==> src/rtl/lsu_mem_ctrl.sv <==
// lsu_mem_ctrl -- M-stage load/store unit.
//
// Issues one data-memory access per load/store over a req/gnt/rvalid bus,
// builds byte strobes and lane-replicated store data, and for loads selects
// and sign/zero-extends the returned lane into a registered result. The
// pipeline is stalled (busy_M) until the access completes (done_M).
//
// Optional feature: define LSU_MISALIGN_TRAP_EN to fault accesses whose
// offset is not a multiple of their size (IDLE->DONE, misalign_M=1, no bus
// traffic). Without it, the offset is forced to natural alignment instead.
//
// Ports:
//   clk, rst            clock, synchronous active-high reset
//   ls_valid_M/we/type  M-stage access request (type = funct3)
//   addr_M, wdata_M     byte address, right-justified store data
//   busy_M, done_M      stall request, one-cycle completion pulse
//   Rdata_ext_M         registered extended load result
//   misalign_M          qualifies done_M: access faulted
//   mem_req/we/addr/wdata/wstrb   bus request side (held through REQ)
//   mem_gnt, mem_rvalid, mem_rdata bus grant and response
module lsu_mem_ctrl #(
  parameter int XLEN   = 32,
  parameter int ADDR_W = 32
) (
  input  logic              clk,
  input  logic              rst,
  input  logic              ls_valid_M,
  input  logic              ls_we_M,
  input  logic [2:0]        ls_type_M,
  input  logic [ADDR_W-1:0] addr_M,
  input  logic [XLEN-1:0]   wdata_M,
  output logic              busy_M,
  output logic              done_M,
  output logic [XLEN-1:0]   Rdata_ext_M,
  output logic              misalign_M,
  output logic              mem_req,
  output logic              mem_we,
  output logic [ADDR_W-1:0] mem_addr,
  output logic [XLEN-1:0]   mem_wdata,
  output logic [XLEN/8-1:0] mem_wstrb,
  input  logic              mem_gnt,
  input  logic              mem_rvalid,
  input  logic [XLEN-1:0]   mem_rdata
);
  localparam int NB   = XLEN / 8;
  localparam int OFFW = $clog2(NB);
  // log2 of the full-width size; larger encodings clamp to it
  localparam logic [1:0] SZ_FULL = 2'(OFFW);

  typedef enum logic [1:0] {IDLE, REQ, RESP, DONE} state_e;
  state_e state_q, state_d;

  logic              we_q, sgn_q, misal_q;
  logic [1:0]        sz_q;
  logic [OFFW-1:0]   off_q;
  logic [ADDR_W-1:0] addr_q;
  logic [XLEN-1:0]   wdata_q, rdata_q;
  logic [NB-1:0]     wstrb_q;

  // Request decode (IDLE capture path)
  logic [1:0]      sz;
  logic [OFFW-1:0] lowmask, off;
  logic [NB-1:0]   szmask;
  logic [XLEN-1:0] wrep;
  logic            misal;

  always_comb begin
    // LD/LWU/SD at XLEN=32 and type 111 collapse to a full-width access
    sz = (ls_type_M[1:0] > SZ_FULL) ? SZ_FULL : ls_type_M[1:0];
    for (int i = 0; i < OFFW; i++) lowmask[i] = (i < int'(sz));
    for (int i = 0; i < NB; i++)   szmask[i]  = (i < (1 << sz));
`ifdef LSU_MISALIGN_TRAP_EN
    misal = |(addr_M[OFFW-1:0] & lowmask);
    off   = addr_M[OFFW-1:0];
`else
    misal = 1'b0;
    off   = addr_M[OFFW-1:0] & ~lowmask;
`endif
    wrep = '0;
    for (int i = 0; i < NB; i++) begin
      case (sz)
        2'd0:    wrep[8*i +: 8] = wdata_M[7:0];
        2'd1:    wrep[8*i +: 8] = wdata_M[8*(i%2) +: 8];
        2'd2:    wrep[8*i +: 8] = wdata_M[8*(i%4) +: 8];
        default: wrep[8*i +: 8] = wdata_M[8*i +: 8];
      endcase
    end
  end

  // Load lane select and extension (RESP path)
  logic [XLEN-1:0] lane, ext;
  logic            sbit;

  always_comb begin
    lane = mem_rdata >> {off_q, 3'b000};
    case (sz_q)
      2'd0:    sbit = lane[7];
      2'd1:    sbit = lane[15];
      2'd2:    sbit = lane[31];
      default: sbit = lane[XLEN-1];
    endcase
    ext = lane;
    for (int i = 0; i < XLEN; i++)
      if (i >= (8 << sz_q)) ext[i] = sgn_q & sbit;
  end

  // FSM next state / outputs
  always_comb begin
    state_d = state_q;
    busy_M  = 1'b0;
    done_M  = 1'b0;
    mem_req = 1'b0;
    case (state_q)
      IDLE: begin
        busy_M = ls_valid_M;
        if (ls_valid_M) state_d = misal ? DONE : REQ;
      end
      REQ: begin
        busy_M  = 1'b1;
        mem_req = 1'b1;
        if (mem_gnt) state_d = RESP;
      end
      RESP: begin
        busy_M = 1'b1;
        if (mem_rvalid) state_d = DONE;
      end
      DONE: begin
        // unconditional return so a request still held this cycle is not re-taken
        done_M  = 1'b1;
        state_d = IDLE;
      end
      default: state_d = IDLE;
    endcase
  end

  always_ff @(posedge clk) begin
    if (rst) begin
      state_q <= IDLE;
      we_q    <= 1'b0;
      sgn_q   <= 1'b0;
      sz_q    <= 2'd0;
      off_q   <= '0;
      addr_q  <= '0;
      wdata_q <= '0;
      wstrb_q <= '0;
      rdata_q <= '0;
      misal_q <= 1'b0;
    end else begin
      state_q <= state_d;
      if (state_q == IDLE && ls_valid_M) begin
        we_q    <= ls_we_M;
        sgn_q   <= ~ls_type_M[2];
        sz_q    <= sz;
        off_q   <= off;
        addr_q  <= {addr_M[ADDR_W-1:OFFW], {OFFW{1'b0}}};
        wdata_q <= wrep;
        wstrb_q <= ls_we_M ? (szmask << off) : '0;
      end
      if (state_q == RESP && mem_rvalid && !we_q) rdata_q <= ext;
      // valid through DONE only; a trap sets it on the way in
      if (state_q == IDLE)      misal_q <= ls_valid_M & misal;
      else if (state_q == DONE) misal_q <= 1'b0;
    end
  end

  assign Rdata_ext_M = rdata_q;
  assign misalign_M  = misal_q;
  assign mem_we      = we_q;
  assign mem_addr    = addr_q;
  assign mem_wdata   = wdata_q;
  assign mem_wstrb   = wstrb_q;

endmodule
==> config.mk <==
export PLATFORM = sky130hd
export DESIGN_NAME = lsu_mem_ctrl
export DESIGN_NICKNAME = d
export VERILOG_FILES = /design/src/rtl/lsu_mem_ctrl.sv
export SDC_FILE = /design/constraint.sdc
export NUM_CORES = 1
export LEC_CHECK = 0
export ABC_AREA = 1
export ABC_CLOCK_PERIOD_IN_PS = 3500
export CORE_MARGIN = 5
export CORE_UTILIZATION = 31
export CTS_CLUSTER_SIZE = 28
export DETAILED_ROUTE_END_ITERATION = 10
export GPL_TIMING_DRIVEN = 0
export SLEW_MARGIN = 0
export SYNTH_ARGS = -nofsm -noshare
export SYNTH_HDL_FRONTEND = slang
export SYNTH_SLANG_ARGS = --single-unit
==> constraint.sdc <==
create_clock -name clk -period 3.5 [get_ports clk]
set_input_delay 0.7 -clock clk [delete_from_list [all_inputs] [get_ports clk]]
set_output_delay 0.7 -clock clk [all_outputs]
set_load 0.01 [all_outputs]
==> summary.md, run 1 <==
The area added between synthesis and finish came out at 54.1%. The run finished with clean final reports. The DRC violation total after the first TritonRoute iteration is 239, and the routability-driven placement congestion ratio is 0.868. Arrival time at the worst endpoint: 2.61 ns. The initial antenna violation count is 0.

The synthesized design spends more area on one cell type than any other, namely sky130_fd_sc_hd__dfxtp_1. The worst setup path is of the input pin to primary output kind. The first global-routing pass estimated 27600 um of wire. The total wirelength of the detailed-routed design is 17800 um, and the ratio of final minimum period to clock period is 0.946. The number of global-route vias before repair came out at 4999. For the minimum hold slack, the log shows 0.471 ns. VDD sags by at most 0.251 mV.

The count of nets left with antenna violations once routing finished came out at 0. After detailed routing, the number of remaining DRC violations is 0. STA puts the critical path data required time at 2.80 ns.

The CTS buffer count came out at 9. Depth of the worst hold-timing path: 2. In this run the cell area of the synthesized design comes to 0.00479 mm^2. At the end of the flow, the number of nets in the layout was 1010. Along the worst path, the maximum fanout reaches 10. Buffer depth of the longest clock path: 2.

The quantity of I/O buffers inserted on ports came out at 205. The worst hold path terminates at mem_wstrb[0]$_SDFFE_PP0P_. The total iterations of the first detailed-routing run was 6; the proportion of netlist area held by the largest area contributor was 0.443. Cell type of the slowest stage on the worst timing path: sky130_fd_sc_hd__clkdlybuf4s50_1. For this run, the number of Yosys warnings is 0. For the effective utilization at floorplan, the log shows 0.315. Ranked by total cell area, the synthesized netlist is headed by sky130_fd_sc_hd__dfxtp_1 44%, sky130_fd_sc_hd__o21ai_0 11%, sky130_fd_sc_hd__nor2_1 9.9%.

The endpoint identified for the worst register-to-register timing path is Rdata_ext_M[3]$_SDFFE_PP0P_. In this run the vertical extent of the chip is 134 um. The overall die area is 0.0181 mm^2. TritonCTS built the clock tree.

The tools report the standard cell core area as 0.0152 mm^2. The final hold violation count is 0. The number of core rows came out at 45. The run gives 210 as the I/O pin count.

The highest cell delay on the worst timing path was 0.53 ns; the die span in x was 134 um. The synthesized area per cell came out at 7.02 um^2. Setup repair after global routing left no endpoint under its margin. 0 antenna diodes ended up in the layout. The number of vias per cell after detailed routing is 4.73, and the number of cells traversed by the worst register-to-register path is 10. Number of distinct library cells after synthesis: 27. The routed wirelength normalized by instance count is 16.3 um. In this run the power density over the cells is 641 mW/mm^2. The worst register-to-register path begins at state_q[0]$_SDFFE_PP0P_. The kind of start point of the critical path was an input pin. The startpoint identified for the worst hold timing path is mem_wstrb[0]$_SDFFE_PP0P_. Entering global routing, the biggest net connects 17 pins. The time the final worst path needs with I/O delays and setup was 3.31 ns.

For the count of final max-slew check failures, the log shows 0. Clock-pin slew was measured on the worst setup and hold paths at 0.07 ns. The run gives 5165 as the count of vias placed by the detailed router. The clock arrives with 0.00849 ns of skew. The class of the tightest hold or removal check is register to register. The signal on the critical path passes through clkdlybuf4s50_1, nand2_1, inv_2, clkbuf_4, buf_4, nor2_1, nor2_1, clkdlybuf4s50_1. Summed over all layers, the global routing overflow is 0.

The instance count of the mapped netlist came out at 683. The share of final-layout standard cells stronger than drive strength 1 was 0.0630. Slew at the pin closest to its max-slew limit: 0.723 ns.

The run gives 0.195 as the total track usage. The leakage component of the power is 0.00310 uW. The relative slew slack is 0.516. Detailed placement finished with a half-perimeter wire length of 13900 um. The later pin in the worst-skew pair is clocked with a latency of 0.35 ns. For this run, the top clock speed supported by timing is 302 MHz. The tools report the H-tree depth as 3.

The reg-to-reg setup timing slack was 1.54 ns. The core occupancy in the finished layout came out at 0.486. The fraction of the yosys area taken by sequential cells was 0.443. The clock drives 106 sinks. The root buffer cell chosen for the clock tree is sky130_fd_sc_hd__clkbuf_16.

Setup violations remaining at the end of the flow were counted as 0. Max-cap violations in this run came to 0. The worst setup path is captured at a primary output. The post-synthesis register bit count is 106, and the number of hold-repair buffers added at the cts stage is 0.
==> cells in the final DEF (no fill, tap or decap), drive strengths merged <==
cell type      count
a21boi             1
a21oi             25
a31o               2
a31oi             13
a41oi              2
buf               24
bufinv             1
clkbuf            35
clkdlybuf4s50    205
clkinv             6
conb               3
dfxtp            106
ha                 4
inv               57
nand2            120
nand3             30
nor2             127
nor3               1
o211ai            25
o21a               1
o21ai            110
or2                7
==> repair_timing <==
| item | in CTS | in global routing |
|---|---|---|
| endpoints found under the hold margin | 0 | 0 |
| gates resized for setup | 1 | 2 |
| setup endpoints to repair | 1 | 1 |
| setup buffers | 0 | 0 |
==> metrics by stage <==
step	total power [uW]	setup slack (ns)	TNS [ns]	instances	cell area, um^2
floorplan	2710	1.35	0	685	4800
detailed placement	3730	-0.00431	-0.00431	1078	7090
finish	4740	0.188	0	1093	7390
CTS	4770	0.0867	0	1093	7390
global route	5060	0.0211	0	1093	7390
global placement	3720	-0.0276	-0.0276	1078	7090
==> worst max-delay path, delay by kind of cell <==
kind / cells / cell delay [ns]
AND/OR/NAND/NOR: 3 / 0.33
buffers and inverters: 5 / 1.57
==> cell families after synthesis <==
logic type                 count (synthesis)  share of synthesized area
other                                      1                   0.000782
adders and majority gates                  4                     0.0104
buffers and inverters                    108                     0.0979
DFF                                      106                      0.443
AOI/OAI and AO/OA                        179                      0.208
and+or+nand+nor                          285                      0.240
==> layout make-up <==
cell class	count	area [um^2]
Buffer	48	244
Clock buffer	11	243
Clock inverter	4	52.6
Fill cell	1582	7810
Inverter	60	230
Multi-Input combinational cell	471	2210
Sequential cell	106	2120
Tap cell	188	235
Timing Repair Buffer	205	2050
==> sequential cells by signal, indices dropped and copies added, names as in the netlist <==
| name | cells |
|---|---|
| Rdata_ext_M | 32 |
| mem_addr | 30 |
| mem_wdata | 32 |
| mem_we | 1 |
| mem_wstrb | 4 |
| off_q | 2 |
| sgn_q | 1 |
| state_q | 2 |
| sz_q | 2 |
==> power breakdown <==
group | switching (uW) | total (uW) | internal [uW]
Sequential | 153 | 1650 | 1500
Clock | 461 | 1030 | 573
Combinational | 1090 | 2050 | 959
==> per-layer routing <==
metal	share of wire	global-route usage
met5	0	0
met1	0.45	0.256
met2	0.46	0.306
met4	0.034	0.0894
met3	0.058	0.0416
==> Yosys cell counts (all sizes together) <==
library cell and count:
a21boi 1, a21oi 25, a31o 2, a31oi 13
a41oi 2, buf 25, clkbuf 23, clkinv 3
conb 1, dfxtp 106, ha 4, inv 57
nand2 120, nand3 30, nor2 127, nor3 1
o211ai 25, o21a 1, o21ai 110, or2 7
==> how the worst max path moves through the flow <==
stage | depth (start not counted) | startpoint | to | slack, ns
global route | 8 | ls_valid_M | busy_M | 0.02
floorplan | 6 | ls_valid_M | busy_M | 1.35
detailed placement | 8 | ls_valid_M | busy_M | -0.004
global placement | 8 | ls_valid_M | busy_M | -0.03
CTS | 8 | ls_valid_M | busy_M | 0.09
finish | 8 | ls_valid_M | busy_M | 0.19
Power figures use the tool's default switching activity.
==> run 2, diff against run 1 <==
CORE_UTILIZATION = 45   (was 31)
CTS_CLUSTER_DIAMETER = 120   (was not set)
PLACE_DENSITY = 0.85   (was not set)
==> run 2 against run 1 <==
  * Non-clock buffer count unchanged
  * Highest routed layer unchanged
  * Fmax about the same
  * Combinational power about the same
  * Cell area down 2.3%
  * Critical path depth unchanged
  * Global-route usage up 5.5 points
  * Hold slack better by 0.0041 ns
  * Sequential share of layout area up 0.67 points
  * Register-to-register slack better by 0.04 ns
  * Via count up 4.0%
  * Sequential power about the same
==> summary.md, run 2 (synthesis gave the netlist of run 1 again) <==
Clock-pin slew was measured on the worst setup and hold paths at 0.10 ns. For this design the ratio of total power to cell area is 613 mW/mm^2. The library cell used most frequently in the layout, excluding fill and tap cells, is sky130_fd_sc_hd__clkdlybuf4s50_1. Across all layers, the routed design uses 5374 vias. The relative contribution of the clock network to total power is 0.168.

The run gives 6 as the total iterations of the first detailed-routing run. The library cells used most frequently in the layout, excluding fill and tap cells, are 205 x sky130_fd_sc_hd__clkdlybuf4s50_1, 126 x sky130_fd_sc_hd__nor2_1, 119 x sky130_fd_sc_hd__nand2_1. The CTS buffer count was 9; the die height was 113 um. The total track usage is 0.249, and the clock network latency to the later pin of the worst-skew pair is 0.38 ns. The switching share of power was 0.382; the met2 track demand over resource in global routing was 0.410. The residual DRC count was 0; the share of final-layout standard cells stronger than drive strength 1 was 0.0651.

Buffering stage count on the worst path with inverters included: 5. The tools report the root cell of the clock tree as sky130_fd_sc_hd__clkbuf_8. The cell type of the slowest stage on the worst timing path was sky130_fd_sc_hd__clkdlybuf4s50_1. Cell internal power was estimated by the tool at 2730 uW.

The run gives 0 as the count of final max-slew check failures. Adding up every negative setup slack in the final design gives 0 ns. Core occupancy in the finished layout: 0.696.

For this design the static power due to leakage is 0.00306 uW. The H-tree generated during clock tree synthesis spans 3 levels. The clock passes through at most 2 buffers. The number of global-route vias before repair is 4967.

TritonCTS built the clock tree. The time the final worst path needs with I/O delays and setup came out at 3.31 ns. The family of cells with the greatest summed delay on the critical path is buffers and inverters. The repair_antennas step left the layout with diodes totalling 0. The core region is 0.0104 mm^2.

STA classifies the critical path startpoint as an input pin. Data on the critical path arrives at its endpoint at 2.61 ns. On the final layout, the worst hold slack is 0.475 ns. The startpoint identified for the worst register-to-register timing path is state_q[0]$_SDFFE_PP0P_. The worst hold path belongs to the class register to register.

The initial antenna violation count was 0; the number of cells traversed by the worst register-to-register path was 11. The run gives 0.0465 as the met3 layer usage reported by global route. The total wirelength of the detailed-routed design was 16600 um; the remaining global-route overflow was 0. The area of all placed cells without fillers came out at 0.00722 mm^2. The die span in x came out at 113 um. The global routing stage identified its most utilized layer as met2.

The worst register-to-register path has a setup slack of 1.58 ns. Summed over all nets, the switching power comes to 1690 uW. Buffers inserted to repair hold after CTS numbered 0. The I/O pin count was 210; the multi-input gate area in the final layout was 0.00221 mm^2. Relative slew slack: 0.491. The pin count of the biggest net entering global routing came out at 21. Counting every sink on the clock net gives 106. Setup repair after global routing left no endpoint under its margin. Category of the worst setup path capture point: a primary output. The proportion of power drawn by combinational gates was 0.461; the total number of nets in the final design was 1010. The worst endpoint required time is 2.80 ns, and the instance area at placement is 0.00702 mm^2.

The run finished with clean final reports. The first-pass GRT wire length was 25800 um; the final non-filler cell total was 1042. The endpoint of the lowest-slack register-to-register path was Rdata_ext_M[23]$_SDFFE_PP0P_. Traced cell by cell, the critical path runs through clkdlybuf4s50_1, nand2_1, inv_2, clkbuf_4, clkbuf_4, nor2_1, nor2_1, clkdlybuf4s50_1.

The met1 track demand over resource is 0.330. The tools report the number of core rows as 37. Number of placed cells counting well taps: 1026. After detailed routing, the average wire length per cell comes to 15.9 um. The logs give 887 for the number of inserted filler cells in the final layout and 0.00212 mm^2 for the storage element area. Across the run, the number of max-cap violations was 0.

Effective utilization at floorplan: 0.462. The detailed router finished its first iteration with 428 violations. The worst setup path is of the input pin to primary output kind. The cell depth of the worst setup path was 8.

The relative contribution of sequential cells to total power came out at 0.371. The number of vias per cell after detailed routing came out at 5.16. The area added between synthesis and finish is 50.6%, and the number of endpoints failing setup at the final stage is 0. The routability-driven placement congestion ratio is 0.940, and the final clock skew is 0.0152 ns. The peak supply drop is 0.378 mV, and the number of buffers inserted by post-CTS setup repair is 0. The tools report the startpoint of the worst setup timing path as ls_valid_M. The detail route stage leaves a number of antenna-violating nets equal to 0.

The overall die area came out at 0.0128 mm^2. The tools report the capture point of the worst path as busy_M. Summed over all nets, the half-perimeter wirelength after detailed placement is 12800 um. For this run, the slowest stage of the critical path takes 0.55 ns. The ratio of final minimum period to clock period is 0.946, and the final hold violation count is 0. Along the worst path, the maximum fanout reaches 10. The quantity of I/O buffers inserted on ports was 205. At the pin with the least slew margin, the transition time is 0.760 ns.

Maximum clock rate: 302 MHz.
==> run 2: worst min path at each step <==
stage                               start                          to  cells past startpoint
2_1_floorplan        sz_q[0]$_SDFFE_PP0P_        sz_q[0]$_SDFFE_PP0P_                      2
6_report        mem_wstrb[0]$_SDFFE_PP0P_   mem_wstrb[0]$_SDFFE_PP0P_                      2
3_5_place_dp   mem_wdata[16]$_SDFFE_PP0P_  mem_wdata[16]$_SDFFE_PP0P_                      2
4_1_cts         mem_wstrb[0]$_SDFFE_PP0P_   mem_wstrb[0]$_SDFFE_PP0P_                      2
3_3_place_gp   mem_wdata[16]$_SDFFE_PP0P_  mem_wdata[16]$_SDFFE_PP0P_                      2
5_1_grt         mem_wstrb[0]$_SDFFE_PP0P_   mem_wstrb[0]$_SDFFE_PP0P_                      2
==> run 2: layer usage <==
layer | part of all wire | vias up
met4 | 0.034 | 0
li1 | - | 2653
met2 | 0.47 | 278
met1 | 0.42 | 2397
met3 | 0.075 | 46
met5 | 0 | -
==> run 2: layout make-up <==
cell class / count / share of cell area
buffer: 48 / 0.0338
clock buffer: 9 / 0.0172
clock inverter: 7 / 0.00936
inverter: 60 / 0.0319
multi-input combinational: 471 / 0.306
sequential: 106 / 0.294
tap: 136 / 0.0236
timing repair buffer: 205 / 0.284
==> run 2: power groups by stage <==
stage / Combinational (uW) / Sequential, uW / Clock [uW]
floorplan: 922 / 1790 / 0
global placement: 2000 / 1660 / 0
finish: 2040 / 1640 / 743
CTS: 2030 / 1640 / 755
global route: 2230 / 1680 / 801
detailed placement: 2030 / 1670 / 0
==> run 2: stage by stage <==
stage                     setup slack [ns]  total power, uW
after floorplan                       1.35             2710
after detailed placement            0.0842             3700
after global placement              0.0713             3660
final                                0.189             4430
after CTS                           0.0898             4430
after global routing                0.0529             4720
==> run 2: worst min-delay path, delay by kind of cell (launching register included) <==
kind / cells / cell delay [ns]
flops: 1 / 0.32
simple gates: 1 / 0.06
compound gates: 1 / 0.06
==> run 2: repair_timing <==
action,in CTS,in global routing
resized for setup,0,3
endpoints found under the hold margin,0,0
setup endpoints to repair,0,1
==> run 3, diff against run 2 <==
SKIP_LAST_GASP = 1   (was not set)
==> results of run 3 <==
The final DEF is identical to that of run 2; final timing and power are the same.
